==> src/rtl/act_requant_pack_pkg.sv <==
// Shared types and int8 requantization helper for the activation requant/pack path.
package act_requant_pack_pkg;

   localparam int unsigned WORD_LANES = 4;
   localparam int unsigned PROD_W     = 48;

   localparam logic signed [7:0] INT8_MAX = 8'sd127;
   localparam logic signed [7:0] INT8_MIN = -8'sd128;

   typedef struct packed {
      logic [8*WORD_LANES-1:0] data;
      logic [2:0]              count;
      logic                    last;
   } word_t;

   // Round-half-up arithmetic shift, add zero point, clamp to int8.
   function automatic logic signed [7:0] requant(input logic signed [PROD_W-1:0] prod,
                                                 input logic        [4:0]        shift,
                                                 input logic signed [7:0]        zp);
      logic signed [PROD_W:0]   p;
      logic signed [PROD_W:0]   half;
      logic signed [PROD_W:0]   r;
      logic signed [PROD_W+1:0] q;
      p    = {prod[PROD_W-1], prod};
      half = (PROD_W+1)'(1) << (shift - 5'd1);
      if (shift == 5'd0) r = p;
      else               r = (p + half) >>> shift;
      q = {r[PROD_W], r} + (PROD_W+2)'(zp);
      if (q > (PROD_W+2)'(INT8_MAX))      return INT8_MAX;
      else if (q < (PROD_W+2)'(INT8_MIN)) return INT8_MIN;
      return q[7:0];
   endfunction

endpackage

==> src/rtl/act_requant_pack_sync_fifo.sv <==
// Parameterised synchronous FIFO; push and pop on one edge are both honoured, even when full.
module sync_fifo #(
   parameter int unsigned WIDTH = 8,
   parameter int unsigned DEPTH = 4
) (
   input  logic             clk,
   input  logic             rst_n,
   input  logic             push_i,
   input  logic [WIDTH-1:0] wdata_i,
   input  logic             pop_i,
   output logic [WIDTH-1:0] rdata_o,
   output logic             full_o,
   output logic             empty_o
);
   localparam int unsigned AW = $clog2(DEPTH);

   logic [WIDTH-1:0] mem_q [DEPTH];
   logic [AW:0]      wr_q, wr_d, rd_q, rd_d;
   logic             do_push, do_pop;

   // Pointers carry one extra wrap bit to tell full from empty.
   assign empty_o = (wr_q == rd_q);
   assign full_o  = (wr_q[AW] != rd_q[AW]) && (wr_q[AW-1:0] == rd_q[AW-1:0]);
   assign do_pop  = pop_i && !empty_o;
   assign do_push = push_i && (!full_o || do_pop);
   assign rdata_o = mem_q[rd_q[AW-1:0]];

   always_comb begin
      wr_d = do_push ? wr_q + {{AW{1'b0}}, 1'b1} : wr_q;
      rd_d = do_pop  ? rd_q + {{AW{1'b0}}, 1'b1} : rd_q;
   end

   always_ff @(posedge clk or negedge rst_n) begin
      if (!rst_n) begin
         wr_q <= '0;
         rd_q <= '0;
      end else begin
         wr_q <= wr_d;
         rd_q <= rd_d;
      end
   end

   always_ff @(posedge clk) begin
      if (do_push) mem_q[wr_q[AW-1:0]] <= wdata_i;
   end

endmodule

==> src/rtl/act_requant_pack.sv <==
// Requantizes a 32-bit activation stream to int8, packs LANES bytes per word and
// buffers words toward a ready/valid consumer; drops on a full FIFO are flagged sticky.
module act_requant_pack
   import act_requant_pack_pkg::*;
#(
   parameter int unsigned LANES      = WORD_LANES,
   parameter int unsigned FIFO_DEPTH = 4,
   parameter int unsigned SCALE_W    = 16
) (
   input  logic                    clk,
   input  logic                    reset,
   input  logic                    valid_in,
   input  logic signed [31:0]      data_in,
   input  logic [SCALE_W-1:0]      scale,
   input  logic [4:0]              shift,
   input  logic signed [7:0]       zero_point,
   input  logic                    flush,
   output logic                    out_valid,
   input  logic                    out_ready,
   output logic [8*LANES-1:0]      out_data,
   output logic [2:0]              out_count,
   output logic                    out_last,
   output logic                    overflow
);
   localparam int unsigned LW = $clog2(LANES);

   logic                     vld_p1_q, vld_p2_q;
   logic                     flush_pend_q, flush_pend_d;
   logic                     ovf_q, ovf_d;
   logic [2:0]               lane_cnt_q, lane_cnt_d;
   logic signed [PROD_W-1:0] prod_p1_q;
   logic [4:0]               shift_p1_q;
   logic signed [7:0]        zp_p1_q;
   logic signed [7:0]        byte_p2_q;
   logic [LANES-1:0][7:0]    lanes_q;

   word_t push_word, head_word;
   logic  push, pop, fifo_full, fifo_empty, full_word, resolve;

   always_ff @(posedge clk or negedge reset) begin
      if (!reset) begin
         vld_p1_q     <= 1'b0;
         vld_p2_q     <= 1'b0;
         lane_cnt_q   <= '0;
         flush_pend_q <= 1'b0;
         ovf_q        <= 1'b0;
      end else begin
         vld_p1_q     <= valid_in;
         vld_p2_q     <= vld_p1_q;
         lane_cnt_q   <= lane_cnt_d;
         flush_pend_q <= flush_pend_d;
         ovf_q        <= ovf_d;
      end
   end

   always_ff @(posedge clk) begin
      // Stage 1: widen and multiply, capture the per-sample requant settings
      if (valid_in) begin
         prod_p1_q  <= PROD_W'(data_in) * PROD_W'($signed({1'b0, scale}));
         shift_p1_q <= shift;
         zp_p1_q    <= zero_point;
      end
      // Stage 2: round, offset, saturate
      if (vld_p1_q) byte_p2_q <= requant(prod_p1_q, shift_p1_q, zp_p1_q);
      // Stage 3: lane packing
      if (vld_p2_q) lanes_q[lane_cnt_q[LW-1:0]] <= byte_p2_q;
   end

   always_comb begin
      full_word = vld_p2_q && (lane_cnt_q == 3'(LANES-1));
      // A flush waits until nothing is in flight or about to enter.
      resolve   = flush_pend_q && !valid_in && !vld_p1_q && !vld_p2_q;
      push      = full_word || (resolve && (lane_cnt_q != 3'd0));

      push_word       = '0;
      push_word.count = full_word ? 3'(LANES) : lane_cnt_q;
      push_word.last  = !full_word;
      for (int i = 0; i < LANES; i++) begin
         if (full_word && (i == LANES-1))  push_word.data[8*i +: 8] = byte_p2_q;
         else if (3'(i) < lane_cnt_q)      push_word.data[8*i +: 8] = lanes_q[i];
      end

      lane_cnt_d   = push ? 3'd0 : (vld_p2_q ? lane_cnt_q + 3'd1 : lane_cnt_q);
      flush_pend_d = resolve ? 1'b0 : (flush_pend_q | flush);
      ovf_d        = ovf_q | (push & fifo_full & ~pop);
   end

   assign pop = !fifo_empty && out_ready;

   sync_fifo #(
      .WIDTH ($bits(word_t)),
      .DEPTH (FIFO_DEPTH)
   ) u_fifo (
      .clk     (clk),
      .rst_n   (reset),
      .push_i  (push),
      .wdata_i (push_word),
      .pop_i   (pop),
      .rdata_o (head_word),
      .full_o  (fifo_full),
      .empty_o (fifo_empty)
   );

   assign out_valid = !fifo_empty;
   assign out_data  = fifo_empty ? '0   : head_word.data;
   assign out_count = fifo_empty ? 3'd0 : head_word.count;
   assign out_last  = !fifo_empty && head_word.last;
   assign overflow  = ovf_q;

endmodule

==> config.mk <==
export PLATFORM = sky130hd
export DESIGN_NAME = act_requant_pack
export DESIGN_NICKNAME = d
export VERILOG_FILES = /design/src/rtl/act_requant_pack_pkg.sv /design/src/rtl/act_requant_pack_sync_fifo.sv /design/src/rtl/act_requant_pack.sv
export SDC_FILE = /design/constraint.sdc
export NUM_CORES = 2
export LEC_CHECK = 0
export CORE_ASPECT_RATIO = 1.2
export CORE_MARGIN = 5
export CORE_UTILIZATION = 40
export DETAILED_ROUTE_END_ITERATION = 10
export PLACE_DENSITY = 0.64
export SYNTH_ARGS = -nofsm -noshare
export SYNTH_HDL_FRONTEND = slang
export SYNTH_SLANG_ARGS = --single-unit
==> constraint.sdc <==
create_clock -name clk -period 10.84 [get_ports clk]
set_clock_uncertainty 0.15 [all_clocks]
set_input_delay 1.084 -clock clk [delete_from_list [all_inputs] [get_ports clk]]
set_output_delay 1.084 -clock clk [all_outputs]
set_load 0.01 [all_outputs]
==> metrics.txt <==
Yosys top cell by area fa_1; critical path's top delay family simple AND/OR/NAND/NOR gates; most numerous cell in the Yosys netlist inv_1; Worst setup EP type flop; Synth Flop Type edfxtp_1; TritonCTS Buffers 26; number of antenna cells inserted 0; Core Footprint 0.0919 sq mm; crit-path max cell delay 0.75 ns; Yosys reg bits 258; via count 29267; Post-synth EDFFs 245; CP Max Fanout 48; min cycle time layout 10.02 ns; WS Path Type flop to flop; Slew @ Worst Pin 1.21 ns; Iter 0 DRT Violations 2053; syn nets 4724; post-synthesis async set-or-reset flop share 5.04%; die width 287 um; Final setup viols 0; Worst Path Arrival 10.28 ns; RSZ-0062 raised after global routing no; hold_sp u_fifo.wr_q[2]; GP Congestion 0.942; CP required 11.10 ns; GRT Util Overall 20.5%; CTS tree yes; TritonCTS Sinks 258; Via density 5.62; Skew-Pair Late Insertion Delay 0.58 ns; Ys Warns 0; Mapped Area 0.0369 sq mm; NumNets Final 4708; initial antenna violation count 0; largest net degree at the start of global routing 49; cts hold-fix bufs 0; Max Cap Violations 0; Post-Route WL 102000 um; worst reg2reg startpoint shift_p1_q[2]; period utilization 92.4%; 1st-pass router iterations 8; P&R area growth vs syn 8.72%; Port Buffers 103; H-tree depth 1; Synth top cells by count 553 x inv_1, 527 x nand2_1, 486 x fa_1; Reg area 0.00768 sq mm; synth top area cells fa_1 26%, edfxtp_1 20%, ha_1 6.9%; Yosys cell types 92; Highest Clock Rate 0.0998 GHz; sequential area share after synthesis 20.8%; DIE AREA 0.0985 sq mm; overall die height 343 um; Fill cells 8981; CP startpoint shift_p1_q[2]; max-slew violations 0; vias in the first global route 30513; Gate Count Post-Synth 3968; WL/cell 19.6 um; antenna-violating nets left 0; status finished, final reports clean; Hold Crit Class flop to flop; final setup TNS 0 ns; Clock Pin Slew Worst Setup and Hold Paths 0.07 ns; CP bufs+invs 2; starting density of the core 40.2%; final hold viol count 0; Slew headroom 19.3%; CTS resizes 0; syn_area_per_cell 9.31 sq um; area of the multi-input gates 0.0264 sq mm; post-DP HPWL 81900 um; Crit-path slowest cell edfxtp_1; first-pass GRT wire length 164000 um; layout cell share with drive strength beyond 1 5.39%; top-area cell type share of the netlist area 26.4%; CTS root buffer clkbuf_16; DRC 0; row count 122; IO Pins 104; Post-CTS Setup Inserts 0; CP Launch Type flop; grt ovf 0; clock buffer depth 3
==> kinds of logic (layout without fill, tap and decap cells) <==
| kind of cell | after synthesis | count (layout) | synth area share, % |
|---|---|---|---|
| simple gates | 1259 | 1259 | 16.4 |
| buf+inv | 765 | 768 | 7.79 |
| flops | 258 | 258 | 20.8 |
| xor+xnor | 126 | 126 | 2.99 |
| mux | 116 | 116 | 4.93 |
| compound gates | 754 | 754 | 13.8 |
| fa+ha+maj | 690 | 690 | 33.3 |
==> sequential cells by signal, summed over array words and instances, names as in the netlist <==
register,count
prod_p1_q,48
vld_p1_q,1
u_fifo.rd_q,3
vld_p2_q,1
flush_pend_q,1
byte_p2_q,8
zp_p1_q,8
shift_p1_q,5
u_fifo.wr_q,3
overflow,1
lanes_q,32
u_fifo.mem_q,144
lane_cnt_q,3
==> per-layer routing <==
metal / vias to the layer above / global-route usage, % / routed length, um
li1: 13325 / - / -
met1: 14668 / 26.4 / 42400
met2: 1017 / 36.2 / 50100
met3: 257 / 1.94 / 5650
met4: 0 / 7.30 / 4240
met5: - / 0 / 0
==> final timing paths <==
kind | slack (ns) | depth (start not counted) | end
max | 0.82 | 28 | byte_p2_q[3]
min | 0.34 | 1 | u_fifo.wr_q[2]
max reg2reg | 0.82 | 28 | byte_p2_q[3]
min reg2reg | 0.34 | 1 | u_fifo.wr_q[2]
max in group asynchronous | 9.35 | 1 | u_fifo.rd_q[0]
min in group asynchronous | 0.75 | 1 | overflow
==> area by class of cell <==
class / instances / share of cell area, %
Inverter: 557 / 5.21
Timing Repair Buffer: 164 / 3.70
Multi-Input combinational cell: 2945 / 65.7
Sequential cell: 258 / 19.1
Clock buffer: 32 / 1.73
Clock inverter: 15 / 0.655
Tap cell: 1240 / 3.87
==> layout by cell type (no fill, tap or decap), types with 37 or more instances in the layout <==
master,instances
a211oi_1,43
a21o_1,69
a21oi_1,192
and2_1,218
buf_4,62
clkdlybuf4s50_1,102
edfxtp_1,245
fa_1,486
ha_1,204
inv_1,553
mux2i_1,47
mux4_2,51
nand2_1,527
nand3_1,41
nand4_1,37
nor2_1,184
nor2b_1,73
nor3_1,55
o21ai_0,139
xnor2_1,87
xor2_1,39
==> stage by stage <==
step	hold WS [ns]	setup slack [ns]	std cells	cell area, sq um	utilization [%]
global placement	0.324	1.23	5164	39200	42.6
finish	0.339	0.821	5211	40100	43.7
detailed placement	0.330	1.13	5164	39200	42.6
CTS	0.340	1.03	5211	40100	43.7
floorplan	0.306	2.37	3968	36900	-
global route	0.368	0.314	5211	40100	43.7
Power is left out: the tool's default activity adds up to more than one toggle a clock period on the data nets, which glitch-free logic cannot reach.
